===== src/rtl/local_bus_initiator.sv =====
// 68040-style local bus initiator: one client request at a time, single-beat or 4-beat line transfers
// with retry, bus error and burst-inhibit fallback. Optional termination timeout: LOCAL_BUS_TIMEOUT_EN.
`timescale 1ns/1ps
module local_bus_initiator #(
`ifdef LOCAL_BUS_TIMEOUT_EN
    parameter int         TIMEOUT_CYCLES = 255,
`endif
    parameter logic [1:0] TT_NORMAL      = 2'b00
) (
    input  logic        CLK40,
    input  logic        TS_RESET,
    input  logic        REQ,
    input  logic        REQ_RNW,
    input  logic        REQ_LINE,
    input  logic [1:0]  REQ_SIZ,
    input  logic [31:0] REQ_ADDR,
    input  logic [31:0] WDATA,
    output logic [31:0] RDATA,
    output logic        BEAT_DONE,
    output logic        DONE,
    output logic        ERR,
    output logic        BUSY,
    output logic        nTS,
    output logic        nTIP,
    output logic [31:0] A,
    output logic        RnW,
    output logic [1:0]  SIZ,
    output logic        TT0,
    output logic        TT1,
    output logic [31:0] D_OUT,
    output logic        D_OE,
    input  logic [31:0] D_IN,
    input  logic        nTA,
    input  logic        nTEA,
    input  logic        nTBI
);

    typedef enum logic [2:0] {IDLE, START, WAIT, BURST, RESTART, FINISH} state_t;

    state_t      state;
    state_t      state_nxt;
    logic [31:0] addr_q;
    logic [31:0] rdata_q;
    logic        rnw_q;
    logic        line_q;
    logic        inhibit_q;
    logic [1:0]  siz_q;
    logic [1:0]  beat_cnt;
    logic        beat_done_q;
    logic        err_q;
    logic        beat_take;
    logic        go_inhibit;
    logic        err_nxt;
    logic        timeout_hit;
    logic        term_beat;
    logic        term_err;
    logic        term_retry;

    assign term_beat  = !nTA &&  nTEA;
    assign term_err   =  nTA && !nTEA;
    assign term_retry = !nTA && !nTEA;

`ifdef LOCAL_BUS_TIMEOUT_EN
    localparam logic [15:0] TIMEOUT_LAST = 16'(TIMEOUT_CYCLES - 1);
    logic [15:0] timeout_cnt;

    // Loaded with 1 at every nTS so the error lands exactly TIMEOUT_CYCLES after the start cycle
    always_ff @(posedge CLK40 or posedge TS_RESET) begin
        if (TS_RESET)
            timeout_cnt <= '0;
        else if (state == START)
            timeout_cnt <= 16'd1;
        else if (state == WAIT || state == BURST)
            timeout_cnt <= timeout_cnt + 16'd1;
    end

    assign timeout_hit = (state == WAIT || state == BURST) && (timeout_cnt >= TIMEOUT_LAST);
`else
    assign timeout_hit = 1'b0;
`endif

    always_ff @(posedge CLK40 or posedge TS_RESET) begin
        if (TS_RESET)
            state <= IDLE;
        else
            state <= state_nxt;
    end

    // Retry outranks everything; nTBI only matters on the first beat of a line transfer
    always_comb begin
        state_nxt  = state;
        beat_take  = 1'b0;
        go_inhibit = 1'b0;
        err_nxt    = 1'b0;
        case (state)
            IDLE:    if (REQ) state_nxt = START;
            START:   state_nxt = WAIT;
            WAIT, BURST: begin
                if (term_retry) begin
                    state_nxt = START;
                end else if (term_err) begin
                    state_nxt = FINISH;
                    err_nxt   = 1'b1;
                end else if (term_beat) begin
                    beat_take = 1'b1;
                    if (!line_q || beat_cnt == 2'd3) begin
                        state_nxt = FINISH;
                    end else if (inhibit_q || (beat_cnt == 2'd0 && !nTBI)) begin
                        state_nxt  = RESTART;
                        go_inhibit = 1'b1;
                    end else begin
                        state_nxt = BURST;
                    end
                end else if (timeout_hit) begin
                    state_nxt = FINISH;
                    err_nxt   = 1'b1;
                end
            end
            RESTART: state_nxt = START;
            FINISH:  state_nxt = IDLE;
            default: state_nxt = IDLE;
        endcase
    end

    always_ff @(posedge CLK40 or posedge TS_RESET) begin
        if (TS_RESET) begin
            addr_q      <= '0;
            rdata_q     <= '0;
            rnw_q       <= 1'b1;
            line_q      <= 1'b0;
            inhibit_q   <= 1'b0;
            siz_q       <= 2'b00;
            beat_cnt    <= 2'd0;
            beat_done_q <= 1'b0;
            err_q       <= 1'b0;
        end else begin
            beat_done_q <= beat_take;
            err_q       <= err_nxt;
            if (state == IDLE && REQ) begin
                addr_q    <= REQ_ADDR;
                rnw_q     <= REQ_RNW;
                line_q    <= REQ_LINE;
                siz_q     <= REQ_LINE ? 2'b11 : REQ_SIZ;
                inhibit_q <= 1'b0;
                beat_cnt  <= 2'd0;
            end
            if (beat_take) begin
                beat_cnt <= beat_cnt + 2'd1;
                if (rnw_q)
                    rdata_q <= D_IN;
                if (line_q)
                    addr_q[3:2] <= addr_q[3:2] + 2'd1;
            end
            // Burst inhibited: the remaining beats go out as separate long transfers
            if (go_inhibit) begin
                inhibit_q <= 1'b1;
                siz_q     <= 2'b00;
            end
        end
    end

    assign nTS       = (state != START);
    assign nTIP      = (state == IDLE);
    assign BUSY      = (state != IDLE);
    assign DONE      = (state == FINISH);
    assign ERR       = err_q;
    assign BEAT_DONE = beat_done_q;
    assign RDATA     = rdata_q;
    assign A         = addr_q;
    assign RnW       = rnw_q;
    assign SIZ       = siz_q;
    assign TT0       = TT_NORMAL[0];
    assign TT1       = TT_NORMAL[1];
    assign D_OE      = !rnw_q && (state != IDLE);
    assign D_OUT     = D_OE ? WDATA : 32'h0;

endmodule

===== config.mk =====
export PLATFORM = sky130hd
export DESIGN_NAME = local_bus_initiator
export DESIGN_NICKNAME = d
export VERILOG_FILES = /design/src/rtl/local_bus_initiator.sv
export SDC_FILE = /design/constraint.sdc
export NUM_CORES = 1
export LEC_CHECK = 0
export CAP_MARGIN = 10
export CORE_MARGIN = 5
export CORE_UTILIZATION = 40
export DETAILED_ROUTE_END_ITERATION = 12
export DONT_BUFFER_PORTS = 1
export PLACE_DENSITY_LB_ADDON = 0.25
export SETUP_SLACK_MARGIN = 0.5
export SKIP_CTS_REPAIR_TIMING = 1
export SYNTH_ARGS = -nofsm -noshare
export SYNTH_HDL_FRONTEND = slang
export SYNTH_SLANG_ARGS = --single-unit

===== constraint.sdc =====
create_clock -name CLK40 -period 6.05 [get_ports CLK40]
set_input_delay 0.605 -clock CLK40 [delete_from_list [all_inputs] [get_ports CLK40]]
set_output_delay 0.605 -clock CLK40 [all_outputs]
set_load 0.02 [all_outputs]

# Word-level counts from Yosys, hierarchy flattened
# Cells that the tools add are included.
word_totals:
  reg_bits: 76
  inputBits: 106
  output_inout_bits: 108
  elab_cells: 74
op_classes:
  add_sub_neg: 2
  eq_ne: 9
  mux: 31
  n_reduce_logical: 21
op_table:
  columns: ["cell", "n"]
  rows:
  - ["$mux 32", 1]
  - ["$mux 3", 6]
  - ["$mux 1", 15]
  - ["$mux 2", 7]
  - ["$pmux 3 s4", 1]
  - ["$eq 3x2->1 const B", 2]
  - ["$eq 3x3->1 const B", 2]
  - ["$logic_and 1x1->1", 6]
  - ["$logic_not 1->1", 5]
  - ["$add 2x1->2 const B", 2]
  - ["$mux 4", 1]
  - ["$ne 4x4->1 const B", 1]
  - ["$reduce_and 2->1", 2]
  - ["$reduce_bool 2->1", 2]
  - ["$eq 3x1->1 const B", 1]
  - ["$logic_not 3->1", 1]
  - ["$ne 3x1->1 const B", 1]
  - ["$reduce_bool 3->1", 1]
  - ["$eq 2x2->1 const B", 1]
  - ["$logic_not 2->1", 1]
  - ["$logic_or 1x1->1", 2]
  - ["$ne 2x2->1 const B", 1]
  - ["$reduce_or 2->1", 1]

# Depth between registers and ports, before layout
# Gate-level depths: netlist of the first run.
logic_depth:
  word_depth: 10
  depth_mapped: 7

# Least setup slack after synthesis of the first run
# OpenSTA, ideal clock, no wires.
synth_timing:
  path_type: "flip-flop to output port"
  start: "register state[1]"
  end: "output D_OUT[21]"
  t_arrival_ns: 1.436
  required_time_ns: 5.445
  setup_slack_ns: 4.009
  path_stages_with_launch: 6
  n_path_buf: 2
  path_cell_list: "dfrtp_1 > buf_6 > nor3_4 > nor2_1 > clkbuf_1 > and2_1"
synth_via:
  elab_chain_len: 3
synth_rtl:
  columns: ["item", "line_no", "source"]
  rows:
  - ["start: declaration", "40", "state_t state;"]
  - ["start signal: assignment", "86", "state <= state_nxt;"]
  - ["$reduce_bool 3->1", "174", "assign D_OE = !rnw_q && (state != IDLE);"]
  - ["$logic_and 1x1->1", "174", null]
  - ["named net D_OE", "31", "output logic D_OE,"]
  - ["$mux 32", "175", "assign D_OUT = D_OE ? WDATA : 32'h0;"]
  - ["end: declaration", "30", "output logic [31:0] D_OUT,"]
# The timed path passes the listed nets, and every way through them passes these cells.

# Worst setup path in the final report of the first run
layout_timing:
  start: "register state[1]"
  end: "output D_OUT[2]"
layout_via:
  elab_chain_len: 3
layout_rtl:
  columns: ["item", "line_no"]
  rows:
  - ["$reduce_bool 3->1", "174"]
  - ["$logic_and 1x1->1", "174"]
  - ["$mux 32", "175"]
# No other way between the ends.

==> out/qor.yml, run 1 <==
status: "finished, final reports clean"
std_cell_rows: 33
grtUsageTotal_pct: 14.2
maxSlewViolCount: 0
layout.nets: 356
setup_viol: 0
crit_fanout: 33
place_congestion: 0.797
synth.area.top_cells: "dfrtp_1, mux2_2, and2_1, buf_6, ha_1"
drc_errors: 0
timing.fmax_ghz: 0.422
worst_pin_slew_ps: 933
setup_tns_ps: 0
synth_top_area_share_pct: 55.5
cts.sinks: 76
numCtsBuffers: 9
clk_latency_ps: 330
start_util_pct: 41.1
ant_nets: 0
rsz0062_at_grt: "false"
p_leak_nw: 1.56
max_cap_violations: 0
path_clk_slew_ps: 80
htreeDepth: 3
vias: 1897
drive_above_1_share_pct: 34.0
synth_common_cells: "dfrtp_1, mux2_2, and2_1, inv_1"
critPathKind: "reg2out"
hp-class: "in2reg"
wl_um: 7730
cts_tree: "yes"
async_reset_ff_share_pct: 100
diodes: 0
syn_inst: 246
worstPathRequired_ps: 5440
yosys_most_used_dff: "dfrtp_1"
synth.avg_cell_area_um2: 13.7
start_kind: "flip-flop"
final_cells: 355
routed_via_density: 5.34
die_area_mm2: 0.0104
power_density_mw_per_mm2: 635
avgRoutedWirePerCell_um: 21.8
die_x_um: 102
syn-cell-area_mm2: 0.00338
clock_tree.root_cell: "clkbuf_8"
skew_ps: 4.40
synth_top_cell_by_area: "dfrtp_1"
seq_area_frac_synth_pct: 56.3
fp.dieH_um: 102
grt-ovfl-total: 0
crit_arrival_ps: 1760
io_pins: 214
area_growth_pct: 5.88
grt_pass1_wl_um: 11200
final.period_utilization_pct: 39.2
dp_hpwl_um: 5910
end_kind: "output port"
grt_pass1_vias: 2146
worst_slew_margin_rel_pct: 37.8
dr_wl_met3_um: 1230
grt_start_max_net_pins: 77
yosysUniqueCellTypes: 38
ys_ff_latch: 76
ys_warn_count: 0
cts_buffer_depth: 2
core_area_mm2: 0.00822
min_period_ps: 2370
wl_met1_um: 2450
dp.cells: 339
synth_most_common_cell: "dfrtp_1"
drt_iter0_drc: 37
met2_length_um: 3930
vdd_ir_drop_max_v: 0.000234
antenna_found_initial: 0
synth_edf_count: 0
top_layer_used: "met4"
fillerInstances: 785
io_buffer_count: 0
first_pass_iters: 4
hold_violations: 0
## registers in the layout, indices dropped and copies added (netlist names)
register   flops
A             32
BEAT_DONE      1
beat_cnt       2
inhibit_q      1
line_q         1
ERR            1
state          3
SIZ            2
RDATA         32
RnW            1
## cell families after synthesis
| kind of cell | count (synthesis) | share of synthesized area (%) |
|---|---|---|
| flops | 76 | 56.3 |
| mux | 70 | 23.2 |
| simple gates | 58 | 10.6 |
| buf+inv | 23 | 5.18 |
| compound gates | 12 | 2.44 |
| fa+ha+maj | 5 | 1.85 |
| other cells | 1 | 0.111 |
| xor+xnor | 1 | 0.259 |
## layout by cell type (no fill, tap or decap), types with 2 or more instances in the layout
cell type	count
clkbuf_8	9
nand2_1	5
a21oi_1	4
inv_1	7
clkinvlp_4	3
mux2i_1	5
mux2_1	2
dfrtp_1	75
ha_1	5
nor2_1	7
buf_4	2
o21ai_0	2
clkbuf_1	2
mux2_2	62
and2_1	33
conb_1	2
o211a_1	2
## worst paths after layout
kind / startpoint / endpoint / slack [ps] / cells past startpoint
setup / recovery: state[1] / D_OUT[2] / 3680 / 4
hold / removal: nTEA / state[2] / 360 / 1
setup reg to reg: state[1] / A[27] / 3810 / 3
hold reg to reg: inhibit_q / inhibit_q / 540 / 2
max in group asynchronous: TS_RESET / BEAT_DONE / 5010 / 2
min in group asynchronous: TS_RESET / A[10] / 430 / 2
## per-layer routing
layer	up-vias	GRT usage [%]
met5	-	0
met4	0	5.05
met3	11	8.53
met2	138	24.6
met1	920	13.9
li1	828	-
## worst max-delay path, stage by stage, from the launching register on
cell and delay (ps):
dfrtp_1 480, nor3_4 370, nor2_1 70, buf_4 230, and2_1 270
## where the power goes
group | switching, mW | internal (mW)
registers | 0.485 | 0.760
clock network | 0.184 | 0.192
logic | 0.349 | 0.305
## per-stage QoR
stage | total power [mW] | utilization, % | hold slack [ps] | area (um2) | worst slack [ps]
final | 2.27 | 43.6 | 360 | 3580 | 3680
after global routing | 2.42 | 43.6 | 339 | 3580 | 3560
after floorplan | 1.81 | - | 491 | 3380 | 3510
after CTS | 2.32 | 43.6 | 338 | 3580 | 3640
after global placement | 1.90 | 41.2 | 516 | 3390 | 3840
after detailed placement | 1.93 | 41.2 | 528 | 3390 | 3780
## layout make-up
| type | count | area [um2] | area share [%] |
|---|---|---|---|
| multi-input cells | 148 | 1310 | 36.5 |
| flip-flops and latches | 76 | 1900 | 53.2 |
| repair buffers | 2 | 15.0 | 0.419 |
| clock inverters | 5 | 61.3 | 1.71 |
| well taps | 105 | 131 | 3.67 |
| inverters | 8 | 30.0 | 0.839 |
| clock buffers | 11 | 131 | 3.67 |
Power figures use the tool's default switching activity.
==> run 2: changes to the inputs <==
==> constraint.sdc (replaced) <==
create_clock -name CLK40 -period 1.9 [get_ports CLK40]
set_input_delay 0.19 -clock CLK40 [delete_from_list [all_inputs] [get_ports CLK40]]
set_output_delay 0.19 -clock CLK40 [all_outputs]
set_load 0.02 [all_outputs]
==> run 2 against run 1 <==
  * Critical path depth increased by 1
  * Combinational power grew to 5.0 times the previous value
  * First-iteration DRC count grew 84%
  * Non-clock buffer count increased by 83
  * Count of clock-buffer cells in the layout shrank 1
  * Sequential share of layout area down 13 points
  * Clock skew up 6.3 ps
  * Sequential power grew to 3.2 times the previous value
  * Final area rose by 34%
  * Global-route usage down 1.2 points
==> out/qor.yml, run 2 (same netlist as run 1, synthesis figures left out) <==
rsz0062_at_grt: "true"  # was false
crit_fanout: 6  # was 33
numCtsBuffers: 9  # unchanged
timing.fmax_ghz: 0.570
io_pins: 214  # unchanged
critPathLaunch: "state[0]"  # was state[1]
io_buffer_count: 0  # unchanged
wl_um: 9210  # was 7730 um
grt_pass1_wl_um: 10400  # was 11200 um
setup_tns_ps: 0  # unchanged
place_congestion: 0.707  # was 0.797
dp_hpwl_um: 5520  # was 5910 um
setup_viol: 0  # unchanged
grt_pass1_vias: 1944  # was 2146
r2r_cells: 5  # was 3
clock_tree.root_cell: "clkbuf_8"  # unchanged
start_util_pct: 41.1  # unchanged
maxSlewViolCount: 0  # unchanged
die_area_mm2: 0.0104  # unchanged
avgRoutedWirePerCell_um: 21.0  # was 21.8 um
hold_start: "REQ_ADDR[3]"  # was nTEA
r2r_end: "RDATA[31]"  # was A[27]
fp.dieH_um: 102  # unchanged
skew_ps: 10.7  # was 4.40 ps
holdWs_ps: 51.5  # was 360 ps
core_area_mm2: 0.00822  # unchanged
critPathKind: "reg2out"  # unchanged
drc_errors: 0  # unchanged
power_density_mw_per_mm2: 1790  # was 635 mW/mm2
cp-endpoint: "D_OUT[17]"  # was D_OUT[2]
status: "finished, final reports clean"  # unchanged
drive_above_1_share_pct: 45.0  # was 34.0%
reg2reg_from: "state[1]"  # unchanged
hold_violations: 0  # unchanged
start_kind: "flip-flop"  # unchanged
clk_latency_ps: 350  # was 330 ps
grt-ovfl-total: 0  # unchanged
routed_via_density: 5.07  # was 5.34
most-common-layout-cells: "dfrtp_1, dlygate4sd3_1, mux2_4, and2_4, mux2_2"  # was dfrtp_1, mux2_2, and2_1, clkbuf_8
grt_start_max_net_pins: 77  # unchanged
cts_buffer_depth: 2  # unchanged
die_x_um: 102  # unchanged
drt_iter0_drc: 68  # was 37
cts.sinks: 76  # unchanged
vdd_ir_drop_max_v: 0.000802  # was 0.000234 V
grtUsageTotal_pct: 12.9  # was 14.2%
vias: 2219  # was 1897
hp-class: "in2reg"  # unchanged
min_period_ps: 1750
end_kind: "output port"  # unchanged
rrSetupSlack_ps: 250  # was 3810 ps
power_mw: 8.60  # was 2.27 mW
final_common_cell: "dfrtp_1"  # unchanged
first_pass_iters: 4  # unchanged
cts_tree: "yes"  # unchanged
crit_arrival_ps: 1560  # was 1760 ps
path_clk_slew_ps: 80  # about the same
worstPathRequired_ps: 1710  # was 5440 ps
diodes: 0  # unchanged
antenna_found_initial: 0  # unchanged
layout.nets: 439  # was 356
final.period_utilization_pct: 92.3
p_leak_nw: 2.24  # was 1.56 nW
max_cap_violations: 0  # unchanged
ant_nets: 0  # unchanged
area_growth_pct: 42.1  # was 5.88%
htreeDepth: 3  # unchanged
fillerInstances: 621  # was 785
std_cell_rows: 33  # unchanged
run 2: critical path: stages, from the launching register on:
cell,delay (ps)
dfrtp_2,460
nor3_4,190
buf_6,160
nor2_4,60
buf_4,160
and2_4,180
run 2: layout make-up:
type                            count  area [um2]  share of cell area (%)
Multi-Input combinational cell    148        1590                    33.1
Inverter                            8        33.8                   0.703
Sequential cell                    76        1910                    39.7
Clock inverter                      6        88.8                    1.85
Clock buffer                       10         128                    2.66
Tap cell                          105         131                    2.73
Timing Repair Buffer               85         927                    19.3
run 2: how the worst min path moves through the flow:
stage                      endpoint  slack [ps]  cells past startpoint
after floorplan            state[2]         290                      1
after global placement     RDATA[7]         210                      2
after detailed placement   RDATA[2]         210                      2
after CTS                 RDATA[15]        -180                      2
after global routing           A[3]          20                      2
final                          A[3]          50                      2
run 2: report_power, final:
| part | internal [mW] | total [mW] | leakage, nW | switching (mW) |
|---|---|---|---|---|
| combinational | 1.86 | 3.25 | 1.23 | 1.39 |
| clock | 0.740 | 1.33 | 0.102 | 0.595 |
| sequential | 2.42 | 4.02 | 0.910 | 1.59 |
run 2: routing by layer:
| layer | vias up | share of wire (%) | track usage (%) |
|---|---|---|---|
| li1 | 989 | - | - |
| met1 | 1110 | 39 | 17.0 |
| met2 | 111 | 49 | 18.0 |
| met3 | 9 | 11 | 7.99 |
| met4 | 0 | 0.62 | 3.33 |
| met5 | - | 0 | 0 |
run 2: stage by stage:
stage | setup slack [ps] | utilization, % | std cells | area (um2)
after floorplan | 259 | - | 247 | 3570
after global placement | 328 | 44.1 | 343 | 3630
after detailed placement | 293 | 44.1 | 343 | 3630
after CTS | -56.6 | 46.8 | 359 | 3840
after global routing | 59.9 | 58.5 | 438 | 4800
final | 146 | 58.5 | 438 | 4800
==> run 3: changes to the inputs <==
--- a/config.mk
+++ b/config.mk
@@ -5,7 +5,7 @@
 export SDC_FILE = /design/constraint.sdc
 export NUM_CORES = 1
 export LEC_CHECK = 0
-export CAP_MARGIN = 10
+export CAP_MARGIN = 20
 export CORE_MARGIN = 5
 export CORE_UTILIZATION = 40
 export DETAILED_ROUTE_END_ITERATION = 12
==> constraint.sdc (replaced) <==
create_clock -name CLK40 -period 2.2 [get_ports CLK40]
set_input_delay 0.22 -clock CLK40 [delete_from_list [all_inputs] [get_ports CLK40]]
set_output_delay 0.22 -clock CLK40 [all_outputs]
set_load 0.02 [all_outputs]
==> run 3 against run 2 <==
  * Utilization shrank 9.9 points
  * Routed wire length shrank 8.9%
  * Largest cell class unchanged
  * Critical path type unchanged
  * Critical path depth shrank 2
==> out/qor.yml, run 3 (same netlist as run 1, synthesis figures left out) <==
power_mw: 6.85  # was 8.60 mW
rsz0062_at_grt: "true"  # unchanged
cts_tree: "yes"  # unchanged
clk_latency_ps: 350  # about the same
setup_viol: 0  # unchanged
critPathKind: "reg2out"  # unchanged
ant_nets: 0  # unchanged
grt_pass1_wl_um: 11300  # was 10400 um
io_buffer_count: 0  # unchanged
p_switching_mw: 2.97  # was 3.58 mW
first_pass_iters: 4  # unchanged
path_clk_slew_ps: 90  # was 80 ps
power_density_mw_per_mm2: 1720  # was 1790 mW/mm2
place_congestion: 0.744  # was 0.707
fillerInstances: 744  # was 621
antenna_found_initial: 0  # unchanged
hp-class: "in2reg"  # unchanged
p_comb_share_pct: 34.2  # was 37.8%
vias: 2002  # was 2219
drive_above_1_share_pct: 49.3  # was 45.0%
use_met1_pct: 15.7  # was 17.0%
hold-path-cell-count: 1  # was 2
std_cell_rows: 33  # unchanged
drc_errors: 0  # unchanged
hold_violations: 0  # unchanged
fp.dieH_um: 102  # unchanged
clock_power_share_pct: 15.4  # was 15.5%
seqCellArea_mm2: 0.00191  # about the same
htreeDepth: 3  # unchanged
start_util_pct: 41.1  # unchanged
worstPathRequired_ps: 1980  # was 1710 ps
final.period_utilization_pct: 78.4
maxSlewViolCount: 0  # unchanged
wl_um: 8390  # was 9210 um
start_kind: "flip-flop"  # unchanged
crit_arrival_ps: 1500  # was 1560 ps
min_period_ps: 1720
p_leak_nw: 1.76  # was 2.24 nW
layout.nets: 384  # was 439
p_int_mw: 3.88  # was 5.02 mW
end_kind: "output port"  # unchanged
met3_usage_pct: 7.71  # was 7.99%
status: "finished, final reports clean"  # unchanged
routed_via_density: 5.23  # was 5.07
r2r_end: "A[28]"  # was RDATA[31]
grt_start_max_net_pins: 38  # was 77
seqPwrFrac_pct: 50.4  # was 46.7%
die_area_mm2: 0.0104  # unchanged
io_pins: 214  # unchanged
grt_util_met2_pct: 23.9  # was 18.0%
drt_iter0_drc: 34  # was 68
grt-ovfl-total: 0  # unchanged
skew_ps: 13.4  # was 10.7 ps
clock_tree.root_cell: "clkbuf_8"  # unchanged
timing.fmax_ghz: 0.580
setup_tns_ps: 0  # unchanged
crit_fanout: 15  # was 6
rrSetupSlack_ps: 490  # was 250 ps
diodes: 0  # unchanged
dp_hpwl_um: 5970  # was 5520 um
area_growth_pct: 17.9  # was 42.1%
avgRoutedWirePerCell_um: 21.9  # was 21.0 um
final_common_cell: "dfrtp_1"  # unchanged
swShare_pct: 43.4  # was 41.6%
max_cap_violations: 0  # unchanged
die_x_um: 102  # unchanged
grt.busiest_layer: "met2"  # unchanged
grt_pass1_vias: 2080  # was 1944
multiInputGateArea_mm2: 0.00142  # was 0.00159 mm2
r2r_cells: 4  # was 5
numCtsBuffers: 9  # unchanged
most-common-layout-cells: "dfrtp_1, mux2_2, and2_4, dlygate4sd3_1, clkbuf_8"  # was dfrtp_1, dlygate4sd3_1, mux2_4, and2_4, mux2_2
cts.sinks: 76  # unchanged
reg2reg_from: "state[1]"  # unchanged
whs_endpoint: "line_q"  # was A[3]
vdd_ir_drop_max_v: 0.000738  # was 0.000802 V
hold_start: "REQ_LINE"  # was REQ_ADDR[3]
core_area_mm2: 0.00822  # unchanged
grtUsageTotal_pct: 14.4  # was 12.9%
cts_buffer_depth: 2  # unchanged
[run 3: cell type report]
| type | instances | area share [%] |
|---|---|---|
| timing repair buffer | 29 | 7.53 |
| multi-input combinational | 149 | 35.6 |
| inverter | 8 | 0.847 |
| clock inverter | 5 | 1.54 |
| clock buffer | 11 | 3.29 |
| sequential | 76 | 47.9 |
| tap | 105 | 3.29 |
[run 3: worst max-delay path by stage]
stage	startpoint	endpoint	slack, ps	depth (start not counted)
2_1_floorplan	state[1]	A[10]	530	6
3_3_place_gp	state[1]	RDATA[26]	440	3
3_5_place_dp	state[2]	RDATA[26]	380	3
4_1_cts	state[1]	D_OUT[28]	200	5
5_1_grt	state[1]	D_OUT[10]	410	5
6_report	RnW	D_OUT[10]	480	3
[run 3: metal layers]
metal	routed length (um)	part of all wire [%]	up-vias
met1	2810	33	961
met3	1100	13	17
li1	-	-	878
met2	4320	51	146
met5	0	0	-
met4	163	1.9	0
[run 3: critical path, cell delays in order, from the launching register on]
cell,delay (ps)
dfstp_4,730
nor2_4,90
buf_8,150
and2_4,180
[run 3: through the flow]
| step | util, % | hold slack, ps | worst slack, ps | std cells | area (um2) |
|---|---|---|---|---|---|
| floorplan | - | 317 | 530 | 247 | 3390 |
| CTS | 44.3 | -250 | 201 | 359 | 3640 |
| detailed placement | 41.9 | 136 | 379 | 343 | 3450 |
| global route | 48.5 | 1.14 | 409 | 383 | 3990 |
| global placement | 41.9 | 137 | 436 | 343 | 3450 |
| finish | 48.5 | 17.6 | 476 | 383 | 3990 |
[run 3: power by group through the flow]
| stage | registers, mW | logic, mW | clock network (mW) |
|---|---|---|---|
| after floorplan | 3.25 | 1.73 | 0 |
| after global placement | 3.47 | 1.82 | 0 |
| after detailed placement | 3.47 | 1.88 | 0 |
| after CTS | 3.46 | 1.87 | 1.10 |
| after global routing | 3.56 | 2.56 | 1.16 |
| final | 3.45 | 2.34 | 1.05 |
